## config.mk

```make
export PLATFORM = sky130hd
export DESIGN_NAME = vga_scene_gen
export DESIGN_NICKNAME = d
export VERILOG_FILES = /design/src/rtl/vga_scene_pkg.sv /design/src/rtl/vga_scene_timebase.sv /design/src/rtl/vga_scene_gen.sv
export SDC_FILE = /design/constraint.sdc
export NUM_CORES = 1
export LEC_CHECK = 0
export CAP_MARGIN = 20
export CORE_MARGIN = 1.5
export CORE_UTILIZATION = 55
export CTS_BUF_LIST = sky130_fd_sc_hd__clkbuf_2 sky130_fd_sc_hd__clkbuf_4 sky130_fd_sc_hd__clkbuf_8
export DETAILED_ROUTE_END_ITERATION = 8
export DONT_BUFFER_PORTS = 1
export GPL_ROUTABILITY_DRIVEN = 0
export GPL_TIMING_DRIVEN = 1
export PLACE_DENSITY_LB_ADDON = 0.08
export SLEW_MARGIN = 5
export SYNTH_ARGS = -nofsm -noshare
export SYNTH_HDL_FRONTEND = slang
export SYNTH_SLANG_ARGS = --single-unit
```

## constraint.sdc

```tcl
create_clock -name clk -period 10.4 [get_ports clk]
set_input_delay 3.12 -clock clk [delete_from_list [all_inputs] [get_ports clk]]
set_output_delay 3.12 -clock clk [all_outputs]
set_load 0.1 [all_outputs]
```

## src/rtl/vga_scene_pkg.sv

```systemverilog
// Shared types and colour constants for the animated background generator.
// Blade geometry and per-phase sky tints live here so the classifier stays data-driven.
package vga_scene_pkg;

  typedef enum logic [1:0] {
    DAY   = 2'd0,
    DUSK  = 2'd1,
    NIGHT = 2'd2,
    DAWN  = 2'd3
  } phase_e;

  localparam logic [11:0] BLACK         = 12'h000;
  localparam logic [3:0]  GRASS_B       = 4'd1;
  localparam logic [3:0]  GRASS_G_DAY   = 4'd8;
  localparam logic [3:0]  GRASS_G_NIGHT = 4'd4;
  localparam logic [3:0]  GRASS_STRIPE  = 4'd4;

  localparam logic [3:0]  SKY_R_DAY     = 4'd0;
  localparam logic [3:0]  SKY_R_DUSK    = 4'd6;
  localparam logic [3:0]  SKY_R_NIGHT   = 4'd0;
  localparam logic [3:0]  SKY_R_DAWN    = 4'd3;
  localparam logic [6:0]  SKY_B_OFF_DAY  = 7'd2;
  localparam logic [6:0]  SKY_B_OFF_DUSK = 7'd0;
  localparam logic [6:0]  SKY_B_OFF_DAWN = 7'd1;
  localparam logic [4:0]  NIGHT_B_MAX    = 5'd4;

  localparam logic [9:0]  BLADE_M0 = 10'd5;
  localparam logic [9:0]  BLADE_M1 = 10'd12;
  localparam logic [9:0]  BLADE_M2 = 10'd18;

  // Sum is kept wide so the +offset can never wrap before the clamp.
  function automatic logic [3:0] clamp15(input logic [6:0] v);
    return (v > 7'd15) ? 4'd15 : v[3:0];
  endfunction

  function automatic logic blade_col(input logic [9:0] xs);
    return ((xs % BLADE_M0) == 10'd0) || ((xs % BLADE_M1) == 10'd0) ||
           ((xs % BLADE_M2) == 10'd0);
  endfunction

endpackage

```

## src/rtl/vga_scene_timebase.sv

```systemverilog
// Frame tick detect, scroll offset and day/night phase sequencing.
// Effective outputs already reflect this cycle's tick so a whole frame sees one value.
import vga_scene_pkg::*;

module vga_scene_timebase #(
  parameter int SCROLL_STEP      = 1,
  parameter int FRAMES_PER_PHASE = 600,
  parameter int DWELL_W          = 10
) (
  input  logic       clk,
  input  logic       rst_n,
  input  logic [9:0] i_hcount,
  input  logic [9:0] i_vcount,
  input  logic       i_scroll_en,
  input  logic       i_cycle_en,
  output phase_e     o_phase,
  output phase_e     o_phase_eff,
  output logic [9:0] o_scroll_off
);

  logic               r_at_origin;
  logic [9:0]         r_scroll;
  logic [DWELL_W-1:0] r_dwell;
  phase_e             r_phase;
  phase_e             w_phase_nxt;
  logic               w_origin, w_tick, w_dwell_last, w_adv;
  logic [9:0]         w_scroll_nxt;

  assign w_origin     = (i_hcount == 10'd0) && (i_vcount == 10'd0);
  assign w_tick       = w_origin & ~r_at_origin;
  assign w_dwell_last = (r_dwell == DWELL_W'(FRAMES_PER_PHASE - 1));
  assign w_adv        = w_tick & i_cycle_en & w_dwell_last;
  assign w_scroll_nxt = (w_tick & i_scroll_en) ? r_scroll + 10'(SCROLL_STEP) : r_scroll;

  always_ff @(posedge clk or negedge rst_n) begin
    if (!rst_n) begin
      r_at_origin <= 1'b0;
      r_scroll    <= 10'd0;
      r_dwell     <= '0;
    end else begin
      r_at_origin <= w_origin;
      r_scroll    <= w_scroll_nxt;
      if (w_tick && i_cycle_en)
        r_dwell <= w_dwell_last ? '0 : r_dwell + 1'b1;
    end
  end

  always_ff @(posedge clk or negedge rst_n) begin
    if (!rst_n) r_phase <= DAY;
    else        r_phase <= w_phase_nxt;
  end

  always_comb begin
    w_phase_nxt = r_phase;
    if (w_adv) begin
      case (r_phase)
        DAY:     w_phase_nxt = DUSK;
        DUSK:    w_phase_nxt = NIGHT;
        NIGHT:   w_phase_nxt = DAWN;
        default: w_phase_nxt = DAY;
      endcase
    end
  end

  always_comb begin
    o_phase      = r_phase;
    o_phase_eff  = w_phase_nxt;
    o_scroll_off = w_scroll_nxt;
  end

endmodule

```

## src/rtl/vga_scene_gen.sv

```systemverilog
// Animated background: sky, horizon blades and striped grass with scroll and day/night.
// The origin pixel already uses the post-tick phase/scroll, so no frame mixes two values.
import vga_scene_pkg::*;

module vga_scene_gen #(
  parameter int HORIZON_Y        = 394,
  parameter int BLADE_H          = 5,
  parameter int SCROLL_STEP      = 1,
  parameter int FRAMES_PER_PHASE = 600,
  parameter int DWELL_W          = 10
) (
  input  logic        clk,
  input  logic        reset,
  input  logic        bright,
  input  logic [9:0]  hCount,
  input  logic [9:0]  vCount,
  input  logic        scroll_en,
  input  logic        cycle_en,
  output logic [1:0]  phase,
  output logic [11:0] rgb
);

  localparam logic [9:0] HOR_Y     = 10'(HORIZON_Y);
  localparam logic [9:0] BLADE_TOP = 10'(HORIZON_Y - BLADE_H);

  phase_e      w_phase, w_phase_eff;
  logic [9:0]  w_scroll, w_xs;
  logic [6:0]  w_g;
  logic [4:0]  w_nb;
  logic [3:0]  w_night_b, w_sky_r, w_sky_b, w_grass_g;
  logic        w_blade_row;
  logic [11:0] w_grass, w_rgb;
  logic [11:0] r_rgb;

  vga_scene_timebase #(
    .SCROLL_STEP      (SCROLL_STEP),
    .FRAMES_PER_PHASE (FRAMES_PER_PHASE),
    .DWELL_W          (DWELL_W)
  ) u_timebase (
    .clk          (clk),
    .rst_n        (reset),
    .i_hcount     (hCount),
    .i_vcount     (vCount),
    .i_scroll_en  (scroll_en),
    .i_cycle_en   (cycle_en),
    .o_phase      (w_phase),
    .o_phase_eff  (w_phase_eff),
    .o_scroll_off (w_scroll)
  );

  assign w_xs        = hCount + w_scroll;
  assign w_g         = {1'b0, vCount[9:4]};
  assign w_nb        = vCount[9:5];
  assign w_night_b   = (w_nb > NIGHT_B_MAX) ? NIGHT_B_MAX[3:0] : w_nb[3:0];
  assign w_blade_row = (vCount >= BLADE_TOP) && (vCount < HOR_Y);

  always_comb begin
    w_sky_r = SKY_R_DAY;
    w_sky_b = clamp15(w_g + SKY_B_OFF_DAY);
    case (w_phase_eff)
      DUSK: begin
        w_sky_r = SKY_R_DUSK;
        w_sky_b = clamp15(w_g + SKY_B_OFF_DUSK);
      end
      NIGHT: begin
        w_sky_r = SKY_R_NIGHT;
        w_sky_b = w_night_b;
      end
      DAWN: begin
        w_sky_r = SKY_R_DAWN;
        w_sky_b = clamp15(w_g + SKY_B_OFF_DAWN);
      end
      default: ;
    endcase
  end

  // Stripes alternate every 16 scrolled columns and every 8 lines.
  assign w_grass_g = ((w_phase_eff == NIGHT) ? GRASS_G_NIGHT : GRASS_G_DAY) +
                     ((w_xs[4] ^ vCount[3]) ? GRASS_STRIPE : 4'd0);
  assign w_grass   = {4'd0, w_grass_g, GRASS_B};

  always_comb begin
    if (!bright)                                w_rgb = BLACK;
    else if (w_blade_row && blade_col(w_xs))    w_rgb = w_grass;
    else if (vCount < HOR_Y)                    w_rgb = {w_sky_r, 4'd0, w_sky_b};
    else                                        w_rgb = w_grass;
  end

  always_ff @(posedge clk or negedge reset) begin
    if (!reset) r_rgb <= BLACK;
    else        r_rgb <= w_rgb;
  end

  assign rgb   = r_rgb;
  assign phase = w_phase;

endmodule
```

==> results of run 1 <==
## final timing paths
check	from	endpoint	slack, ns	depth (start not counted)
max	vCount[4]	rgb[8]	0.48	29
min	u_timebase.r_dwell[8]	u_timebase.r_dwell[8]	0.49	1
max reg2reg	u_timebase.r_at_origin	rgb[8]	3.64	25
min reg2reg	u_timebase.r_dwell[8]	u_timebase.r_dwell[8]	0.49	1
max in group asynchronous	reset	u_timebase.r_at_origin	7.79	0
min in group asynchronous	reset	u_timebase.r_scroll[2]	2.53	0
## metrics by stage
step | area [um^2] | util (%) | total power [mW] | setup TNS, ns
floorplan | 4550 | - | 0.283 | 0
global placement | 4710 | 60.0 | 0.316 | 0
detailed placement | 4710 | 60.0 | 0.319 | -0.731
CTS | 4800 | 61.2 | 0.424 | 0
global route | 4890 | 62.3 | 0.452 | -0.0146
finish | 4890 | 62.3 | 0.428 | 0
## layout make-up
type,count,area [um^2]
flip-flops and latches,32,801
repair buffers,24,180
multi-input cells,507,3610
fillers,725,2960
well taps,102,128
inverters,19,71.3
clock buffers,8,97.6
## power breakdown
group	switching, mW	internal [mW]
clock network	0.0449	0.0592
logic	0.117	0.0724
registers	0.00872	0.125
## critical path: cells and delay by family
family,cells,cell delay [ns]
buf+inv,1,0.15
xor+xnor,1,0.18
compound gates,8,1.96
simple gates,13,2.92
mux,2,0.68
fa+ha+maj,4,1.07
## state kept, by name (all words and copies together), names as in the netlist
register and flops:
u_timebase.r_dwell 10, u_timebase.r_scroll 10, rgb 9, u_timebase.o_phase 2
u_timebase.r_at_origin 1
## cell families after synthesis
| kind of cell | after synthesis |
|---|---|
| compound gates | 209 |
| other cells | 1 |
| flops | 32 |
| xor+xnor | 34 |
| mux | 9 |
| simple gates | 223 |
| buf+inv | 47 |
| fa+ha+maj | 29 |
## cell usage in the layout, fill, tap and decap left out, drive strengths merged, types with 6 or more instances in the layout
master,count
mux2i,6
a21boi,7
dfrtp,32
nor4,10
a211oi,15
clkbuf,8
o21ai,35
xnor2,22
inv,19
nor2,58
nand2,50
nand4,11
a21oi,40
and3,11
nand3,20
ha,28
a31oi,7
o211ai,7
xor2,12
o31ai,12
nor3,25
o2111ai,7
buf,24
a21o,8
## cells in the mapped netlist, types with 11 or more instances
master / count
nor2_1: 57
xor2_1: 12
o21ai_0: 28
clkbuf_1: 14
ha_1: 28
nand4_1: 11
a21oi_1: 37
nand2_1: 50
nor3_1: 22
dfrtp_1: 32
and3_1: 11
nand3_1: 18
o31ai_1: 11
xnor2_1: 22
inv_1: 19
a211oi_1: 12
## layer usage
metal,routed length [um],GRT usage (%),vias up
li1,-,-,2264
met1,5850,41.0,2219
met2,5720,46.4,206
met3,995,4.13,17
met4,136,5.85,0
met5,0,0,-
## timing repair
action / CTS / global route
resized for setup: 0 / 14
setup endpoints to repair: 0 / 9
setup buffers: 0 / 1
==> impl_metrics.ini, run 1 <==
[logic_synthesis]
synth_mux_area_share_pct = 2.07
ys.warnings.count = 0
ys_types = 94
yosysSeqAreaShare_pct = 17.6
async_flop_share_pct = 100
syn_area_per_cell_um2 = 7.77
synth-edff-count = 0
synth_area_leaders = dfrtp_1 18%, ha_1 7.7%, nor2_1 4.7%
synth-compound-area-share_pct = 34.8
synth-xor-area-share_pct = 6.56
synth_fa_ha_area_share_pct = 8.16
syn_area_mm2 = 0.00454
synth_ff_type = dfrtp_1
synth_top_family_by_area = compound AO/OA/AOI/OAI gates
synth.largest_area_cell = dfrtp_1
synth-simple-area-share_pct = 26.1
netlist_instances = 584
ys_seq_elements = 32
synth_top_area_share_pct = 17.6

[floorplan]
coreArea_mm2 = 0.00785
die_area_mm2 = 0.00881
ios = 39
start_util_pct = 57.8
die_h_um = 93.8
fp-row-count = 32
fp.dieW_um = 93.8

[grt]
grt_max_degree = 33
grt_usage_pct = 28.9
grt_pass1_vias = 4269
overflow = 0
antenna_found_initial = 0
grt_pass1_wl_um = 20600

[job]
maxCapViolCount = 0

[setup_path]
critPathKind = input pin to flop
max_stage_delay_ns = 0.47
slowest_stage = or3_4
cp_max_fo = 12
end_kind = flop
startpoint_type = input pin
cp.required_ns = 10.57
worstPathArrival_ns = 10.09
cpMostUsedCell = ha_1

[route]
drt_wl_total_um = 12700
drt_iter0_markers = 295
wire_per_inst_um = 18.4
vias = 4706
drc_errors = 0
drtPass1Iterations = 5
avgViaCountPerCell = 6.80
postRouteAntennaNets = 0

[clocking]
cts_root_buf = clkbuf_8
cts.sinks = 32
ctsHoldBuffers = 0
clockBufferDepth = 2
path_clk_slew_ns = 0.07
cts_buffers = 5
clock_latency_ns = 0.28
h-tree-depth = 2
cts_tree = built

[sta]
worst_pin_slew_ns = 0.987
relSlewSlack_pct = 33.8
drv_slew = 0
fin_worst_skew_ns = 0.00773
max_freq_mhz = 101
fin_ws_ns = 0.475
hold_violations = 0
setup_viol = 0
finalCritPeriodShare_pct = 95.4
fin_worst_hold_slack_ns = 0.491
period_needed_ns = 9.92

[place]
pre_cts_slack_ns = -0.122
io_buffers = 0
dpl.hpwl_um = 9600
dpl.cell_count = 683

[final_layout]
layoutNonFillerInstCount = 692
area_growth_pct = 7.66
drive_gt1_share_pct = 13.4
nNetsFinal = 643
antenna_cells = 0

[power]
p_per_area_mw_per_mm2 = 87.6
p_leak_nw = 2.00
vdd_drop_max_uv = 55.2

[run_status]
run_status = finished, final reports clean

[min_path]
hold_path.class = flop to flop
Power figures use the tool's default switching activity.
==> inputs of run 2 (changes only) <==
TNS_END_PERCENT = 5   (was default)
==> results of run 2 <==
The final DEF is identical to that of run 1; final timing and power are the same.
==> inputs of run 3 (changes only) <==
CAP_MARGIN = 10   (was 20)
clock period = 11.03 ns   (was 10.4 ns; I/O delays follow)
==> impl_metrics.ini, run 3 (synthesis results as in run 1) <==
[clocking]
path_clk_slew_ns = 0.06
cts_tree = built
clock_latency_ns = 0.28
clockBufferDepth = 2
ctsHoldBuffers = 0
cts_root_buf = clkbuf_8
cts_buffers = 5
h-tree-depth = 2
cts.sinks = 32

[route]
drtPass1Iterations = 5
wire_per_inst_um = 17.6
drt_iter0_markers = 316
drc_errors = 0
avgViaCountPerCell = 6.74
wl_met3_um = 1140
drt-met1-wl_um = 5410
wl_met2_um = 5420
highest_layer = met4
postRouteAntennaNets = 0
drt_wl_total_um = 12100
vias = 4642

[min_path]
min_from = u_timebase.r_dwell[7]
hold_path.class = flop to flop

[sta]
period_needed_ns = 10.53
setup_viol = 0
worst_pin_slew_ns = 0.959
fin_ws_ns = 0.497
fin_worst_skew_ns = 0.00763
max_freq_mhz = 94.9
finalCritPeriodShare_pct = 95.5
relSlewSlack_pct = 35.7
hold_violations = 0
drv_slew = 0

[final_layout]
antenna_cells = 0
nNetsFinal = 640
drive_gt1_share_pct = 12.1
final_common_cell = nor2_1
area_growth_pct = 6.12
final_cell_mix = 57 x nor2_1, 50 x nand2_1, 37 x a21oi_1
final_cell_area_mm2 = 0.00482

[floorplan]
ios = 39
die_area_mm2 = 0.00881
start_util_pct = 57.8
fp.dieW_um = 93.8
coreArea_mm2 = 0.00785
die_h_um = 93.8
fp-row-count = 32

[job]
maxCapViolCount = 0

[power]
p_total_mw = 0.397
vdd_drop_max_uv = 54.0
p_leak_nw = 1.98
p_per_area_mw_per_mm2 = 82.5

[setup_path]
cp_num_cells = 31
r2r-end = rgb[8]
crit_start = vCount[5]
slowest_stage = a2111oi_4
startpoint_type = input pin
cp.required_ns = 11.20
cp_top_family = compound AO/OA/AOI/OAI gates
cp_max_fo = 11
cp_num_buf_inv = 2
r2r_slack_ns = 3.93
end_kind = flop
r2r_cells = 27
max_stage_delay_ns = 0.43
crit_end = rgb[8]
critPathKind = input pin to flop
r2r_start = u_timebase.r_at_origin
worstPathArrival_ns = 10.70

[place]
place_area_mm2 = 0.00469
pre_cts_slack_ns = 0.190
io_buffers = 0
dpl.hpwl_um = 9380

[grt]
grt_pass1_vias = 4298
grt_pass1_wl_um = 20600
overflow = 0
grt_usage_pct = 28.9
antenna_found_initial = 0
grt_max_degree = 33

[run_status]
run_status = finished, final reports clean
==> run 3: repair_timing <==
| action | CTS | global route |
|---|---|---|
| setup buffers | 0 | 0 |
| resized for setup | 0 | 5 |
| setup endpoints to repair | 0 | 9 |
==> run 3: worst min-delay path by stage <==
stage	cells past startpoint	to
2_1_floorplan	1	u_timebase.r_dwell[7]
3_3_place_gp	1	u_timebase.r_dwell[5]
3_5_place_dp	1	u_timebase.r_dwell[7]
4_1_cts	1	u_timebase.r_dwell[7]
5_1_grt	1	u_timebase.r_dwell[7]
6_report	1	u_timebase.r_dwell[7]
==> run 3: layout make-up <==
class                   count  area, um^2
multi-input cells         507        3560
fillers                   710        3030
flip-flops and latches     32         801
repair buffers             21         158
well taps                 102         128
clock buffers               8        97.6
inverters                  19        71.3
==> run 3: where the power goes <==
| group | leakage (nW) | switching [mW] | internal [mW] |
|---|---|---|---|
| Combinational | 1.49 | 0.108 | 0.0661 |
| Clock | 0.0523 | 0.0408 | 0.0557 |
| Sequential | 0.439 | 0.00825 | 0.118 |
| Total | 1.98 | 0.157 | 0.240 |
==> run 3: through the flow <==
step | instances | setup TNS, ns | hold slack (ns) | utilization (%)
6_report | 689 | 0 | 0.490 | 61.4
5_1_grt | 689 | -0.00536 | 0.514 | 61.4
4_1_cts | 689 | 0 | 0.499 | 61.0
3_5_place_dp | 681 | 0 | 0.490 | 59.8
3_3_place_gp | 681 | 0 | 0.473 | 59.8
2_1_floorplan | 586 | 0 | 0.456 | -
==> run 3: metal layers <==
metal / GRT usage, % / up-vias
li1: - / 2264
met1: 41.6 / 2127
met2: 44.4 / 233
met3: 5.10 / 18
met4: 7.46 / 0
met5: 0 / -
==> run 3: worst reg2reg max path, delay by kind of cell, from the launching register on <==
| kind | cells | cell delay (ns) |
|---|---|---|
| AOI/OAI and AO/OA | 9 | 2.66 |
| and+or+nand+nor | 11 | 2.10 |
| adders and majority gates | 3 | 0.92 |
| DFF | 1 | 0.40 |
| xor gates and xnor gates | 2 | 0.39 |
| muxes | 1 | 0.30 |
| buffers and inverters | 1 | 0.23 |
